===== config.mk =====
export PLATFORM = sky130hd
export DESIGN_NAME = seq_muldiv_unit
export DESIGN_NICKNAME = d
export VERILOG_FILES = /design/src/rtl/seq_muldiv_unit.sv
export SDC_FILE = /design/constraint.sdc
export NUM_CORES = 1
export LEC_CHECK = 0
export ABC_AREA = 1
export CAP_MARGIN = 0
export CORE_UTILIZATION = 30
export CTS_CLUSTER_DIAMETER = 120
export DETAILED_ROUTE_END_ITERATION = 6
export SLEW_MARGIN = 25
export SYNTH_ARGS = -nofsm -noshare
export SYNTH_HDL_FRONTEND = slang
export SYNTH_SLANG_ARGS = --single-unit

===== constraint.sdc =====
create_clock -name clk -period 2.9 [get_ports clk]
set_clock_uncertainty 0.2 [all_clocks]
set_input_delay 0.58 -clock clk [delete_from_list [all_inputs] [get_ports clk]]
set_output_delay 0.58 -clock clk [all_outputs]
set_load 0.02 [all_outputs]

===== src/rtl/seq_muldiv_unit.sv =====
`default_nettype none
// ============================================================================
// Module   : seq_muldiv_unit
// Purpose  : Iterative unsigned shift-add multiplier / restoring divider that
//            issues one register-file write per accepted request.
// Revision : 1.0 - initial release
// ============================================================================
module seq_muldiv_unit #(
    parameter int data_width   = 32,
    parameter int select_width = 5
) (
    input  logic                    clk,
    input  logic                    rst_n,
    input  logic                    start,
    input  logic [1:0]              op,
    input  logic [data_width-1:0]   operand_a,
    input  logic [data_width-1:0]   operand_b,
    input  logic [select_width-1:0] dest_addr,
    input  logic                    flush,
    output logic                    busy,
    output logic                    RegWrite,
    output logic [select_width-1:0] write_address,
    output logic [data_width-1:0]   write_data
);

    localparam int c_cnt_w = $clog2(data_width + 1);

    typedef enum logic [1:0] {
        S_IDLE = 2'd0,
        S_RUN  = 2'd1,
        S_DONE = 2'd2
    } state_t;

    state_t                    r_state;
    state_t                    w_next_state;
    logic [c_cnt_w-1:0]        r_count;
    logic [1:0]                r_op;
    logic [select_width-1:0]   r_dest;
    logic [data_width-1:0]     r_opa;
    logic [data_width-1:0]     r_opb;
    logic [2*data_width-1:0]   r_prod;
    logic [data_width-1:0]     r_rem;
    logic [data_width-1:0]     r_quo;

    logic                      w_accept;
    logic                      w_step;
    logic                      w_last;
    logic [data_width:0]       w_addend;
    logic [data_width:0]       w_sum;
    logic [2*data_width-1:0]   w_prod_next;
    logic [data_width:0]       w_shift;
    logic [data_width:0]       w_diff;
    logic                      w_ge;
    logic                      w_diff_unused;
    logic [data_width-1:0]     w_rem_next;
    logic [data_width-1:0]     w_quo_next;
    logic [data_width-1:0]     w_result;

    assign w_accept = (r_state == S_IDLE) && start && !flush;
    assign w_step   = (r_state == S_RUN) && !flush;
    assign w_last   = (r_count == c_cnt_w'(1));

    // Shift-add step: the multiplier sits in the low half and is consumed LSB first.
    assign w_addend    = r_prod[0] ? {1'b0, r_opa} : '0;
    assign w_sum       = {1'b0, r_prod[2*data_width-1:data_width]} + w_addend;
    assign w_prod_next = {w_sum, r_prod[data_width-1:1]};

    // Restoring step; a zero divisor always subtracts, giving all-ones / dividend.
    assign w_shift       = {r_rem, r_quo[data_width-1]};
    assign w_ge          = (w_shift >= {1'b0, r_opb});
    assign w_diff        = w_shift - {1'b0, r_opb};
    assign w_diff_unused = w_diff[data_width];
    assign w_rem_next    = w_ge ? w_diff[data_width-1:0] : w_shift[data_width-1:0];
    assign w_quo_next    = {r_quo[data_width-2:0], w_ge};

    always_comb begin
        w_result = '0;
        case (r_op)
            2'b00:   w_result = w_prod_next[data_width-1:0];
            2'b01:   w_result = w_prod_next[2*data_width-1:data_width];
            2'b10:   w_result = w_quo_next;
            default: w_result = w_rem_next;
        endcase
    end

    always_ff @(posedge clk or negedge rst_n) begin
        if (!rst_n) begin
            r_state <= S_IDLE;
        end else begin
            r_state <= w_next_state;
        end
    end

    always_comb begin
        w_next_state = r_state;
        busy         = (r_state != S_IDLE);
        RegWrite     = 1'b0;
        case (r_state)
            S_IDLE: begin
                if (!flush && start) w_next_state = S_RUN;
            end
            S_RUN: begin
                if (flush)       w_next_state = S_IDLE;
                else if (w_last) w_next_state = S_DONE;
            end
            S_DONE: begin
                w_next_state = S_IDLE;
                RegWrite     = !flush;
            end
            default: w_next_state = S_IDLE;
        endcase
    end

    always_ff @(posedge clk or negedge rst_n) begin
        if (!rst_n) begin
            r_count       <= '0;
            r_op          <= '0;
            r_dest        <= '0;
            r_opa         <= '0;
            r_opb         <= '0;
            r_prod        <= '0;
            r_rem         <= '0;
            r_quo         <= '0;
            write_data    <= '0;
            write_address <= '0;
        end else if (w_accept) begin
            r_count <= c_cnt_w'(data_width);
            r_op    <= op;
            r_dest  <= dest_addr;
            r_opa   <= operand_a;
            r_opb   <= operand_b;
            r_prod  <= {{data_width{1'b0}}, operand_b};
            r_rem   <= '0;
            r_quo   <= operand_a;
        end else if (w_step) begin
            r_count <= r_count - c_cnt_w'(1);
            r_prod  <= w_prod_next;
            r_rem   <= w_rem_next;
            r_quo   <= w_quo_next;
            if (w_last) begin
                write_data    <= w_result;
                write_address <= r_dest;
            end
        end
    end

endmodule
`default_nettype wire


==> impl_results.md, run 1 <==
* Final worst slack at 0.102 ns
* Tmin final at 2.80 ns
* Floorplan core area at just over 0.05 mm^2
* Antenna-violating nets left at 0
* Crit-path max FO at 18
* Crit path max-delay family: simple AND/OR/NAND/NOR gates
* Slowest cell on crit path: dfrtp_1
* Largest net degree at the start of global routing at 82
* Fmax at 357 MHz
* Worst Setup End Kind: flip-flop
* Status: complete, no violations
* Worst hold path type: reg2reg
* Final period util at 0.965
* Routed WL at 53800 um
* Final core utilization at 0.368
* Warnings from Yosys at 0
* Crit path depth at 15
* Fin Hold WS at 0.271 ns
* Fin nets at 2562
* Slew at the pin closest to its max-slew limit at 0.776 ns
* EDFF count, synth at 0
* Tot GR Track Use at 0.202
* Most frequent cells in the layout: nand2_1, inv_1, dfrtp_1
* Netlist cell types at 41
* Slew Viols, Final at 0
* Worst slack, placed at 0.107 ns
* Critical Path Source: r_prod[0]
* Worst Reg2Reg Path Length in Cells at 15
* DR vias/cell at just under 5
* Pwr dens at around 930 mW/mm^2
* Chip width at 231 um
* Ports at 114
* Initial antenna violation count at 0
* Worst Setup EP: write_data[9]
* Net count after synthesis at 2440
* Syn Inst Count at 2297
* Buf+Inv Stages, Crit Path at 4
* R2R Path Start: r_prod[0]
* Most used cell, CP: nand2_1
* # port buffers at 113
* Drt drc at 0
* Post-DR wirelength/cell at 17.2 um
* Clock buffer count from CTS at 28
* CTS tree: yes
* Placed insts at 3068
* Initial core utilization at 0.305
* Hold Vio Cnt, Final at 0
* Clock transition at path regs at 0.06 ns
* Worst vdd rail ir drop at 0.532 mV
* Total power at 17.6 mW
* Worst Path Required at about 3.2 ns
* CTS sink count at 244
* CP startpoint kind: flip-flop
* Critical Path Max Stage Delay at 0.42 ns
* Die area at 0.0533 mm^2
* R2r endpoint: write_data[9]
* Gr ovfl total at 0
* Iter 0 DRT Violations at 1271
* Area grow syn2layout at 20.7%
* Share of cells above drive strength 1 at 0.0672
* Routed vias at 15300
* Clk root buf: clkbuf_16
* Diodes inserted at 0
* Final non-filler cell total at approximately 3100
* Latest clock arrival within the worst-skew pair at 0.57 ns
* Most common cell after layout, fill and taps aside: nand2_1
* Drt pass-1 iters at 7
* Post-Syn Area at about 0.016 mm^2
* Synth Flop Type: dfrtp_1
* Lkg Pwr at 10.3 nW
* FFs w/ async S/R, synth at 1.00
* Final setup fails at 0
* Detailed Place HPWL at 41500 um
* WS Path Type: reg2reg
* Critical Path AT at 3.05 ns
* R2R Setup Slk at 0.10 ns
* Max clock buf depth at 3
* Synthesized area per cell at 6.84 um^2
* FP Rows at 83
* Number of synthesized register bits at 244
* Seq/Total Area, Yosys at 0.388
* GPL Wtd Cong at 1.00
* Global-route wire length before repair at 84400 um
* Die height at 231 um
* Maxcap violations at 0
* Slew Limit Headroom at 0.482
* Critical path, cell by cell: buf_12 -> nand2_1 -> inv_1 -> ha_1 -> buf_4 -> nand2_1 -> nand2_1 -> inv_1 -> nand2_1 -> nand3b_1 -> or2_2 -> nand3_1 -> a21oi_1 -> nand2_1 -> nand2_1
* Vias in the first global route at 14800
* Unrepaired setup endpoints after global routing: yes
* Htree depth at 1
## cell usage after synthesis (2+ instances only)
| master | n | area (um^2) |
|---|---|---|
| a32o_1 | 7 | 70.1 |
| a21o_1 | 3 | 22.5 |
| inv_2 | 3 | 11.3 |
| buf_6 | 5 | 56.3 |
| clkbuf_1 | 46 | 173 |
| nor3_1 | 7 | 35.0 |
| nand4_1 | 9 | 56.3 |
| a221oi_1 | 4 | 35.0 |
| inv_1 | 364 | 1370 |
| nand2_2 | 4 | 25.0 |
| a22o_1 | 9 | 78.8 |
| o21a_1 | 3 | 22.5 |
| buf_4 | 2 | 15.0 |
| clkinv_1 | 3 | 11.3 |
| o221ai_1 | 60 | 526 |
| o21ai_0 | 55 | 275 |
| o22ai_1 | 2 | 12.5 |
| nand3_1 | 165 | 826 |
| dfrtp_1 | 244 | 6110 |
| nand2_1 | 931 | 3490 |
| ha_1 | 66 | 826 |
| fa_1 | 2 | 40.0 |
| and2_1 | 12 | 75.1 |
| nand3_2 | 4 | 40.0 |
| nand3b_1 | 7 | 52.6 |
| or2_2 | 6 | 37.5 |
| o21bai_1 | 6 | 45.0 |
| o211ai_1 | 6 | 45.0 |
| buf_2 | 17 | 85.1 |
| buf_1 | 7 | 26.3 |
| o21ai_1 | 5 | 25.0 |
| a21oi_1 | 103 | 515 |
| nor3_2 | 2 | 20.0 |
| nor2_2 | 4 | 25.0 |
| nor2_1 | 95 | 357 |
| xor2_1 | 24 | 210 |
## worst reg2reg max path: stages (launching register included)
cell      delay [ns]
dfrtp_1         0.42
buf_12          0.17
nand2_1         0.07
inv_1           0.05
ha_1            0.31
buf_4           0.15
nand2_1         0.05
nand2_1         0.08
inv_1           0.06
nand2_1         0.07
nand3b_1        0.27
or2_2           0.36
nand3_1         0.11
a21oi_1         0.11
nand2_1         0.15
nand2_1         0.06
## sequential cells by signal, summed over array words and instances, names as in the netlist
register and flops:
r_state 2, r_op 2, r_quo 32, r_opb 32, write_address 5, r_prod 64, r_count 6, write_data 32
r_rem 32, r_opa 32, r_dest 5
## area by class of cell
cell class                      instances  area, um^2
Fill cell                            5488       32500
Multi-Input combinational cell       1606        7990
Sequential cell                       244        6110
Timing Repair Buffer                  169        1680
Inverter                              370        1390
Tap cell                              680         851
Clock buffer                           36         792
Clock inverter                         15         158
## kinds of logic after synthesis
kind of cell	share of synthesized area
AO/OA/AOI/OAI	0.107
XOR/XNOR	0.0139
adder cells (fa/ha/maj)	0.0551
buffers and inverters	0.111
flip-flops	0.388
AND/OR/NAND/NOR	0.324
## metrics by stage
step                instance area, um^2  setup TNS, ns
global placement                  17900              0
CTS                               18900              0
floorplan                         15700              0
global route                      19000        -0.0991
detailed placement                17900              0
finish                            19000              0
## worst min path at each step
stage / from / endpoint / slack [ns] / cells past startpoint
floorplan: rst_n / r_count[0] / 0.08 / 0
global placement: r_dest[4] / r_dest[4] / 0.26 / 2
detailed placement: write_address[2] / write_address[2] / 0.26 / 2
CTS: write_address[2] / write_address[2] / 0.27 / 2
global route: write_address[2] / write_address[2] / 0.29 / 2
finish: r_dest[3] / r_dest[3] / 0.27 / 2
## per-layer routing
| metal | GRT usage | up-vias | routed length, um |
|---|---|---|---|
| met5 | 0 | - | 0 |
| met4 | 0.0606 | 0 | 1490 |
| met3 | 0.0191 | 70 | 3140 |
| met2 | 0.336 | 429 | 25100 |
| met1 | 0.276 | 7313 | 24100 |
| li1 | - | 7468 | - |
## report_power, final
part | internal (mW) | switching, mW
clock network | 2.13 | 1.59
registers | 4.41 | 0.728
logic | 3.03 | 5.67
total | 9.57 | 7.99
## repair_timing
item,4_1_cts,5_1_grt
gates resized for setup,0,30
buffers inserted,0,0
hold buffers,1,0
hold endpoints to repair,62,0
setup endpoints to repair,0,15
No activity file was read; power rests on OpenSTA's default activity.
==> inputs of run 2 (changes only) <==
RECOVER_POWER = 100   (was not set)
==> impl_results.md, run 2 (synthesis results as in run 1) <==
* Status: complete, but fails checks
* Failing checks: max-capacitance violations, max-slew violations
* Most frequent cells in the layout: nand2_1, inv_1, dfrtp_1
* Tmin final at 2.81 ns
* CTS sink count at about 240
* Maxcap violations at 1
* Worst Path Required at 3.16 ns
* Max reg flops at 64
* Max clock buf depth at 3
* Clock transition at path regs at 0.06 ns
* Tot GR Track Use at 0.202
* Global-route wire length before repair at 84400 um
* # port buffers at roughly 110
* R2r endpoint: write_data[9]
* Clk root buf: clkbuf_16
* Htree depth at 1
* Fin Hold WS at 0.273 ns
* Final worst slack at 0.0859 ns
* Post-Route Setup TNS at 0 ns
* Latest clock arrival within the worst-skew pair at 0.57 ns
* FP Rows at slightly above 80
* Slew at the pin closest to its max-slew limit at 1.94 ns
* R2R Setup Slk at around 0.086 ns
* GPL Wtd Cong at 1.00
* Clock buffer count from CTS at 28
* Initial core utilization at 0.305
* Drt drc at 0
* Min-Delay Startpoint: r_dest[3]
* Final non-filler cell total at 3120
* DR vias/cell at 4.88
* Final setup fails at 0
* Die area at 0.0533 mm^2
* CTS tree: yes
* Drt pass-1 iters at 6
* Critical Path Source: r_prod[0]
* Hold Path Cell Cnt at 2
* Post-route cell area at 0.0189 mm^2
* Final period util at 0.970
* Unrepaired setup endpoints after global routing: yes
* Setup repair bufs after CTS at 0
* Post-DR wirelength/cell at approximately 17 um
* Chip width at 231 um
* Largest net degree at the start of global routing at 82
* Ports at 114
* Dpl cell area at 0.0179 mm^2
* Antenna-violating nets left at 0
* Slew Viols, Final at 70
* Routed vias at roughly 15000
* R2R Path Start: r_prod[0]
* Fill cells at 5498
* Worst vdd rail ir drop at 0.532 mV
* Lkg Pwr at 10.3 nW
* Share of cells above drive strength 1 at 0.0656
* Crit-path max FO at 18
* Worst Reg2Reg Path Length in Cells at 15
* Worst Setup End Kind: flip-flop
* WS Path Type: reg2reg
* Slew Limit Headroom at -0.291
* Hold Path End: r_dest[3]
* Most common cell after layout, fill and taps aside: nand2_1
* Floorplan core area at 0.0515 mm^2
* Iter 0 DRT Violations at 1206
* Detailed Place HPWL at 41500 um
* Area grow syn2layout at 20.0%
* Vias in the first global route at 14800
* Gr ovfl total at 0
* Fmax at 355 MHz
* Routed WL at 54000 um
* Pwr dens at 929 mW/mm^2
* Worst hold path type: reg2reg
* Most flops, register: r_prod
* CP startpoint kind: flip-flop
* Diodes inserted at 0
* Critical Path AT at 3.07 ns
* Initial antenna violation count at 0
* Worst slack, placed at 0.107 ns
* Die height at approximately 230 um
* Fin nets at 2562
* Placed insts at 3068
* Hold Vio Cnt, Final at 0
## run 2: stage by stage
step / total power [mW] / util
floorplan: 10.9 / -
global placement: 13.7 / 0.348
detailed placement: 13.7 / 0.348
CTS: 17.5 / 0.366
global route: 18.8 / 0.366
finish: 17.5 / 0.366
## run 2: cell type report
class                   instances  area, um^2  share of cell area
repair buffers                169        1600              0.0848
flip-flops and latches        244        6110               0.324
multi-input cells            1606        7970               0.423
clock buffers                  36         792              0.0420
well taps                     680         851              0.0451
clock inverters                15         158             0.00835
inverters                     370        1390              0.0736
## run 2: what timing repair did
item	4_1_cts	5_1_grt
hold endpoints to repair	62	0
setup endpoints to repair	0	15
hold buffers	1	0
gates resized for setup	0	30
## run 2: critical path, cell delays in order, from the launching register on
cell and delay, ns:
dfrtp_1 0.42, buf_12 0.17, nand2_1 0.07, inv_1 0.05, ha_1 0.31, buf_4 0.15, nand2_1 0.05, nand2_1 0.08
inv_1 0.06, nand2_1 0.08, nand3b_1 0.28, or2_2 0.36, nand3_1 0.11, a21oi_1 0.11, nand2_1 0.15, nand2_1 0.06
## run 2: power breakdown
part / total (mW) / leakage [nW] / internal [mW] / switching (mW)
Sequential: 5.14 / 3.16 / 4.41 / 0.730
Combinational: 8.68 / 6.68 / 3.01 / 5.67
Clock: 3.71 / 0.457 / 2.13 / 1.59
Total: 17.5 / 10.3 / 9.55 / 7.98
## run 2: worst max-delay path by stage
stage,endpoint,slack (ns),depth (start not counted)
finish,write_data[9],0.09,15
global route,write_data[25],-0.05,14
CTS,write_data[17],0.09,17
detailed placement,write_data[17],0.11,17
global placement,write_data[7],0.11,15
floorplan,write_data[31],0.21,20
## run 2: metal layers
metal  track usage  part of all wire  vias up  wire length (um)
li1              -                 -     7458                 -
met1         0.276              0.45     7258             24100
met2         0.336              0.46      448             25100
met3        0.0191             0.059       77              3170
met4        0.0606             0.030        0              1620
met5             0                 0        -                 0
==> inputs of run 3 (changes only) <==
HOLD_SLACK_MARGIN = 0.02   (was not set)
==> results of run 3 <==
The final DEF is identical to that of run 2; final timing and power are the same.
